===== config.mk =====
export PLATFORM = sky130hd
export DESIGN_NAME = fifo_rd_stream
export DESIGN_NICKNAME = d
export VERILOG_FILES = /design/src/rtl/fifo_rd_stream.sv
export SDC_FILE = /design/constraint.sdc
export NUM_CORES = 1
export LEC_CHECK = 0
export CORE_ASPECT_RATIO = 1.4
export CORE_MARGIN = 2
export CORE_UTILIZATION = 35
export DETAILED_ROUTE_END_ITERATION = 8
export PLACE_DENSITY = 0.57
export SETUP_SLACK_MARGIN = 0.4
export SLEW_MARGIN = 25
export SYNTH_ARGS = -nofsm -noshare
export SYNTH_HDL_FRONTEND = slang
export SYNTH_SLANG_ARGS = --single-unit

===== constraint.sdc =====
create_clock -name clk -period 2.9 [get_ports clk]
set_clock_uncertainty 0.1 [all_clocks]
set_input_delay 0.58 -clock clk [delete_from_list [all_inputs] [get_ports clk]]
set_output_delay 0.58 -clock clk [all_outputs]
set_load 0.005 [all_outputs]

===== src/rtl/fifo_rd_stream.sv =====
`timescale 1ns/1ps
`default_nettype none
// ============================================================================
// fifo_rd_stream : drains a registered-output FIFO into a valid/ready stream
// Revision 1.0
// ============================================================================
module fifo_rd_stream #(
  parameter int DATA_WIDTH = 16,
  parameter int CNT_WIDTH  = 16
) (
  input  logic                  clk,
  input  logic                  rst,
  input  logic                  fifo_empty,
  input  logic [DATA_WIDTH-1:0] fifo_dout,
  output logic                  fifo_rd_en,
  output logic                  m_valid,
  output logic [DATA_WIDTH-1:0] m_data,
  input  logic                  m_ready,
  output logic [1:0]            level,
  output logic [CNT_WIDTH-1:0]  xfer_cnt
);

  logic                  inflight;
  logic [DATA_WIDTH-1:0] buf1;
  logic                  pop;
  logic                  push;
  logic [2:0]            occupancy;
  logic [1:0]            level_next;
  logic [DATA_WIDTH-1:0] buf0_next;
  logic [DATA_WIDTH-1:0] buf1_next;

  // Reads already in flight reserve a buffer slot, so level + inflight stays <= 2.
  always_comb begin
    pop        = m_valid & m_ready;
    push       = inflight;
    occupancy  = {1'b0, level} + {2'b00, inflight};
    fifo_rd_en = !rst && !fifo_empty && ((occupancy < 3'd2) || pop);

    level_next = level;
    buf0_next  = m_data;
    buf1_next  = buf1;
    case ({pop, push})
      2'b11: begin
        if (level == 2'd2) begin
          buf0_next = buf1;
          buf1_next = fifo_dout;
        end else begin
          buf0_next = fifo_dout;
        end
      end
      2'b10: begin
        if (level == 2'd2) buf0_next = buf1;
        level_next = level - 2'd1;
      end
      2'b01: begin
        if (level == 2'd0) buf0_next = fifo_dout;
        else               buf1_next = fifo_dout;
        level_next = level + 2'd1;
      end
      default: ;
    endcase
  end

  always_ff @(posedge clk) begin
    if (rst) begin
      level    <= 2'd0;
      inflight <= 1'b0;
      m_data   <= '0;
      buf1     <= '0;
      m_valid  <= 1'b0;
      xfer_cnt <= '0;
    end else begin
      level    <= level_next;
      inflight <= fifo_rd_en;
      m_data   <= buf0_next;
      buf1     <= buf1_next;
      m_valid  <= (level_next != 2'd0);
      xfer_cnt <= xfer_cnt + {{(CNT_WIDTH-1){1'b0}}, pop};
    end
  end

endmodule
`default_nettype wire


# Word level (Yosys, flattened, before mapping)
# Index checks and enable logic that the tools add are counted.
[op_classes]
n_mux = 8
n_bitwise = 1
addsub = 4
magnitude_cmp = 1
reduce_logical = 11
n_eq_ne = 8
[op_table]
columns = ["op", "n"]
rows = [
  ["16-bit 2-to-1 mux", 5],
  ["16-bit one-hot mux with 3 select lines", 1],
  ["16-bit one-hot mux with 2 select lines", 1],
  ["16-bit by 1-bit adder with 16-bit output", 1],
  ["2-bit inequality test (second input constant)", 4],
  ["2-bit equality test (second input constant)", 3],
  ["3-bit AND reduction", 2],
  ["2-bit one-hot mux with 2 select lines", 1],
  ["2-bit nonzero test", 2],
  ["2-bit by 1-bit adder with 3-bit output", 1],
  ["3-bit by 2-bit less-than comparator with 1-bit output (second input constant)", 1],
  ["3-bit nonzero test", 1],
  ["2-bit by 1-bit adder with 2-bit output (second input constant)", 1],
  ["2-bit by 1-bit equality test with 1-bit output (second input constant)", 1],
  ["1-bit logical AND", 2],
  ["1-bit logical NOT", 2],
  ["2-bit logical NOT", 1],
  ["2-bit by 1-bit subtractor with 2-bit output (second input constant)", 1],
  ["1-bit AND", 1],
  ["1-bit logical OR", 1],
]
[totals]
elab_cells = 39
in_bits = 20
out_inout_bits = 36
regBits = 52

# Longest topological paths before layout
[logic_depth]
word_depth = 4
depth_mapped = 9
ltp_nobuf = 7

# Least setup slack after synthesis
# No wires, ideal clock.
[synth_timing]
kind = "input port to flip-flop"
start = "input m_ready"
end = "register buf1[10]"
arrival_ns = 2.089
cell_stages = 9
t_required_ns = 2.672
setup_slack_ns = 0.584
setup_time_ns = 0.128
path_cell_list = "and2_1 > clkbuf_1 > inv_1 > ha_1 > nor2_1 > a211oi_2 > buf_6 > mux2i_1 > nor2_1"
[synth_between]
elab_chain_len = 4
word_cells_on_any_way = 8
classes_between = "4 x eq/ne; 1 x mux; 1 x bitwise; 2 x reduce/logical"
[synth_rtl]
columns = ["item", "line", "rtl"]
rows = [
  ["start: declaration", "18", "input logic m_ready,"],
  ["1-bit AND (*)", "34", "pop = m_valid & m_ready;"],
  ["2-bit by 1-bit equality test with 1-bit output or 2-bit equality test (tied branches)", "42", "case ({pop, push})"],
  ["2-bit inequality test (no source line) or 2-bit nonzero test (tied branches)", "n/a", ""],
  ["3-bit AND reduction (no source line)", "n/a", ""],
  ["end signal: assignment", "76", "buf1 <= buf1_next;"],
  ["end: declaration", "24", "logic [DATA_WIDTH-1:0] buf1;"],
]
# Every way passes the cells marked *; elsewhere a longest branch is shown, timed or not.
# A chain may end at the register's enable or synchronous reset.

# Worst setup path after layout
[layout_timing]
start = "input m_ready"
end = "output fifo_rd_en"
[layout_between]
elab_chain_len = 3
[layout_rtl]
columns = ["item", "line", "rtl"]
rows = [
  ["1-bit AND", "34", ""],
  ["1-bit logical OR", "37", "fifo_rd_en = !rst && !fifo_empty && ((occupancy < 3'd2) || pop);"],
  ["1-bit logical AND", "37", ""],
  ["end: declaration", "15", "output logic fifo_rd_en,"],
]
# No other way between the ends.

==> results.yml <==
routing:
  wl_mm: 4.861
  wire_per_inst_um: 13.43
  dr_total_vias: 1860
  firstDrtPassIters: 6
  viasPerCell: 5.138
  antenna_left: 0
  drt-initial-drc-count: 16
  drc_errors: 0
cells_and_area:
  nets: 315
  fin_cells: 362
  area_growth_pct: 32.53
  fin_area_um2: 2895
  diodes: 0
  fillers: 618
  drive_above_1_share_pct: 6.897
synthesis:
  synthTopCellsByCount: "52 x dfxtp_1, 48 x nor2_1, 22 x nor3_1, 16 x a221oi_1, 16 x mux2i_1"
  yosysUniqueCellTypes: 30
  syn_avg_cell_area_um2: 9.218
  yosysWarningCount: 0
  yosysTopAreaCell: "dfxtp_1"
  synth_edf_count: 0
  ys_async_sr_fraction_pct: 0
  synth_top_area_share_pct: 47.65
  synth.cell_area_um2: 2185
  syn-num-nets: 262
  yosysSeqAreaShare_pct: 47.65
  synth-seq-cells: 52
  synth_top_flop_cell: "dfxtp_1"
  synth.most_common_cell: "dfxtp_1"
  syn_inst: 237
  yosys-top-cells-area: "dfxtp_1 48%, nor2_1 8.2%, mux2i_1 7.3%, a221oi_1 6.4%, nor3_1 5.0%"
timing:
  rsz0062_at_grt: "no"
  fin_tns_setup_ps: 0
  hold_viol_final: 0
  worst_pin_slew_ps: 529.7
  setup_viol: 0
  post-route-period-util_pct: 82.14
  fin_ws_ps: 517.9
  report.final.slew_viol_count: 0
  finalCriticalPeriod_ps: 2382
  maxSlewHeadroom_pct: 64.69
  fmax_ghz: 0.4198
floorplan:
  num_io_pins: 56
  die_w_um: 70.77
  rows: 34
  die_area_um2: 6899
  die_h_um: 97.48
  core-area_um2: 6126
  initial_core_util_pct: 35.66
power_and_ir_drop:
  p_leak_uw: 0.001018
  peakVddDrop_uv: 396.4
  power_density_nw_per_um2: 698.0
  power.total_uw: 2021
worst_hold_path:
  hold_class: "flop to flop"
  min_from: "m_data[12]"
placed_design:
  placed_area_um2: 2803
  port_buffers: 55
  placedCellCount: 355
  dp_hpwl_mm: 3.317
  preCtsSetupSlack_ps: 127.1
  gp_congestion: 0.7319
run:
  cap_violations: 0
global_route:
  grt_pass1_vias: 1854
  grt_start_max_net_pins: 54
  grt_pass1_wl_mm: 8.411
  antenna_found_initial: 0
  globalRouteOverflowTotal: 0
  grt.total_usage_pct: 14.64
clock_network:
  cts.sinks: 52
  cts_inserted_buffers: 5
  cts_setup_buffers: 0
  htree_levels: 2
  root_buffer: "clkbuf_8"
  clk_latency_ps: 290
  cts_tree: "done"
  cts_buffer_depth: 2
  clk_pin_slew_ps: 90
worst_setup_path:
  start_kind: "input port"
  cp_max_fo: 5
  startpoint: "m_ready"
  worstPathArrival_ps: 1700
  cp_data_required_time_ps: 2220
  path_class: "input port to output port"
  end_kind: "output port"
  r2r_start: "m_valid"
outcome:
  status: "complete, no violations"
-- registers in the layout, summed over array words and instances (netlist names) --
| name | count |
|---|---|
| m_valid | 1 |
| buf1 | 16 |
| m_data | 16 |
| xfer_cnt | 16 |
| inflight | 1 |
| level | 2 |
-- layout make-up --
class	count	area (um2)	share of cell area, %
tap	72	90.09	3.111
multi-input combinational	165	1070	36.95
sequential	52	1041	35.96
timing repair buffer	59	586.8	20.27
clock buffer	5	68.82	2.377
inverter	7	26.28	0.9075
clock inverter	2	12.51	0.4322
-- per-stage QoR --
step,hold slack (ps),util [%]
floorplan,361.5,-
global placement,373.5,45.75
detailed placement,379.0,45.75
CTS,396.5,47.10
global route,424.1,47.26
finish,394.6,47.26
-- kinds of logic (layout without fill, tap and decap cells) --
kind of cell / Yosys count / after routing / synth area share (%)
flip-flops: 52 / 52 / 47.65
multiplexers: 18 / 18 / 8.362
XOR/XNOR: 11 / 11 / 4.410
AO/OA/AOI/OAI: 33 / 33 / 11.17
AND/OR/NAND/NOR: 98 / 98 / 21.25
adder cells (fa/ha/maj): 5 / 5 / 2.864
buffers and inverters: 20 / 73 / 4.296
-- repair_timing --
action,4_1_cts,5_1_grt
gates resized for setup,3,2
gates cloned,0,0
hold buffers,0,0
setup endpoints to repair,1,6
-- power by group --
| part | internal (uW) | total (uW) | switching [uW] |
|---|---|---|---|
| registers | 829 | 914 | 84.8 |
| logic | 368 | 712 | 344 |
| clock network | 164 | 395 | 231 |
-- routing by layer --
| metal | vias up | GRT usage, % | part of all wire (%) |
|---|---|---|---|
| met3 | 4 | 3.527 | 4.7 |
| met4 | 0 | 3.483 | 0.91 |
| met5 | - | 0 | 0 |
| li1 | 943 | - | - |
| met2 | 40 | 25.45 | 49 |
| met1 | 873 | 18.01 | 45 |
-- worst paths after layout --
kind / to / slack [ps] / cells after the start
min: m_data[12] / 390 / 2
max: fifo_rd_en / 520 / 5
max reg2reg: m_data[2] / 950 / 5
min reg2reg: m_data[12] / 390 / 2
-- critical path, cell delays in order --
cell             delay [ps]
clkdlybuf4s50_1         510
and2_4                  190
nor2_1                   60
nor3_1                  120
dlygate4sd2_1           250
-- cell usage in the layout (no fill, tap or decap) --
cell              n
nor3_1           22
clkinvlp_4        1
inv_1             7
o21ai_0           6
buf_2             1
mux2i_1          16
a31oi_1           1
and2_4            1
nand2_1           4
a221oi_1         15
ha_1              5
nand3_1           7
nand4_4           1
and2_1            1
or3_2             1
a211oi_4          1
dlygate4sd2_1     1
or3_1             4
nand4_1           1
buf_12            1
clkdlybuf4s50_1  53
mux2_4            1
a221oi_2          1
xnor2_1           8
mux2_2            1
a21oi_1           7
clkinv_2          1
nor2b_1           4
or4_1             1
nor2_1           48
nor4_1            3
clkbuf_8          5
dfxtp_1          52
buf_4             3
o221a_2           1
xor2_1            3
o221ai_1          1
Note: power is estimated with default switching activity, not from simulation.
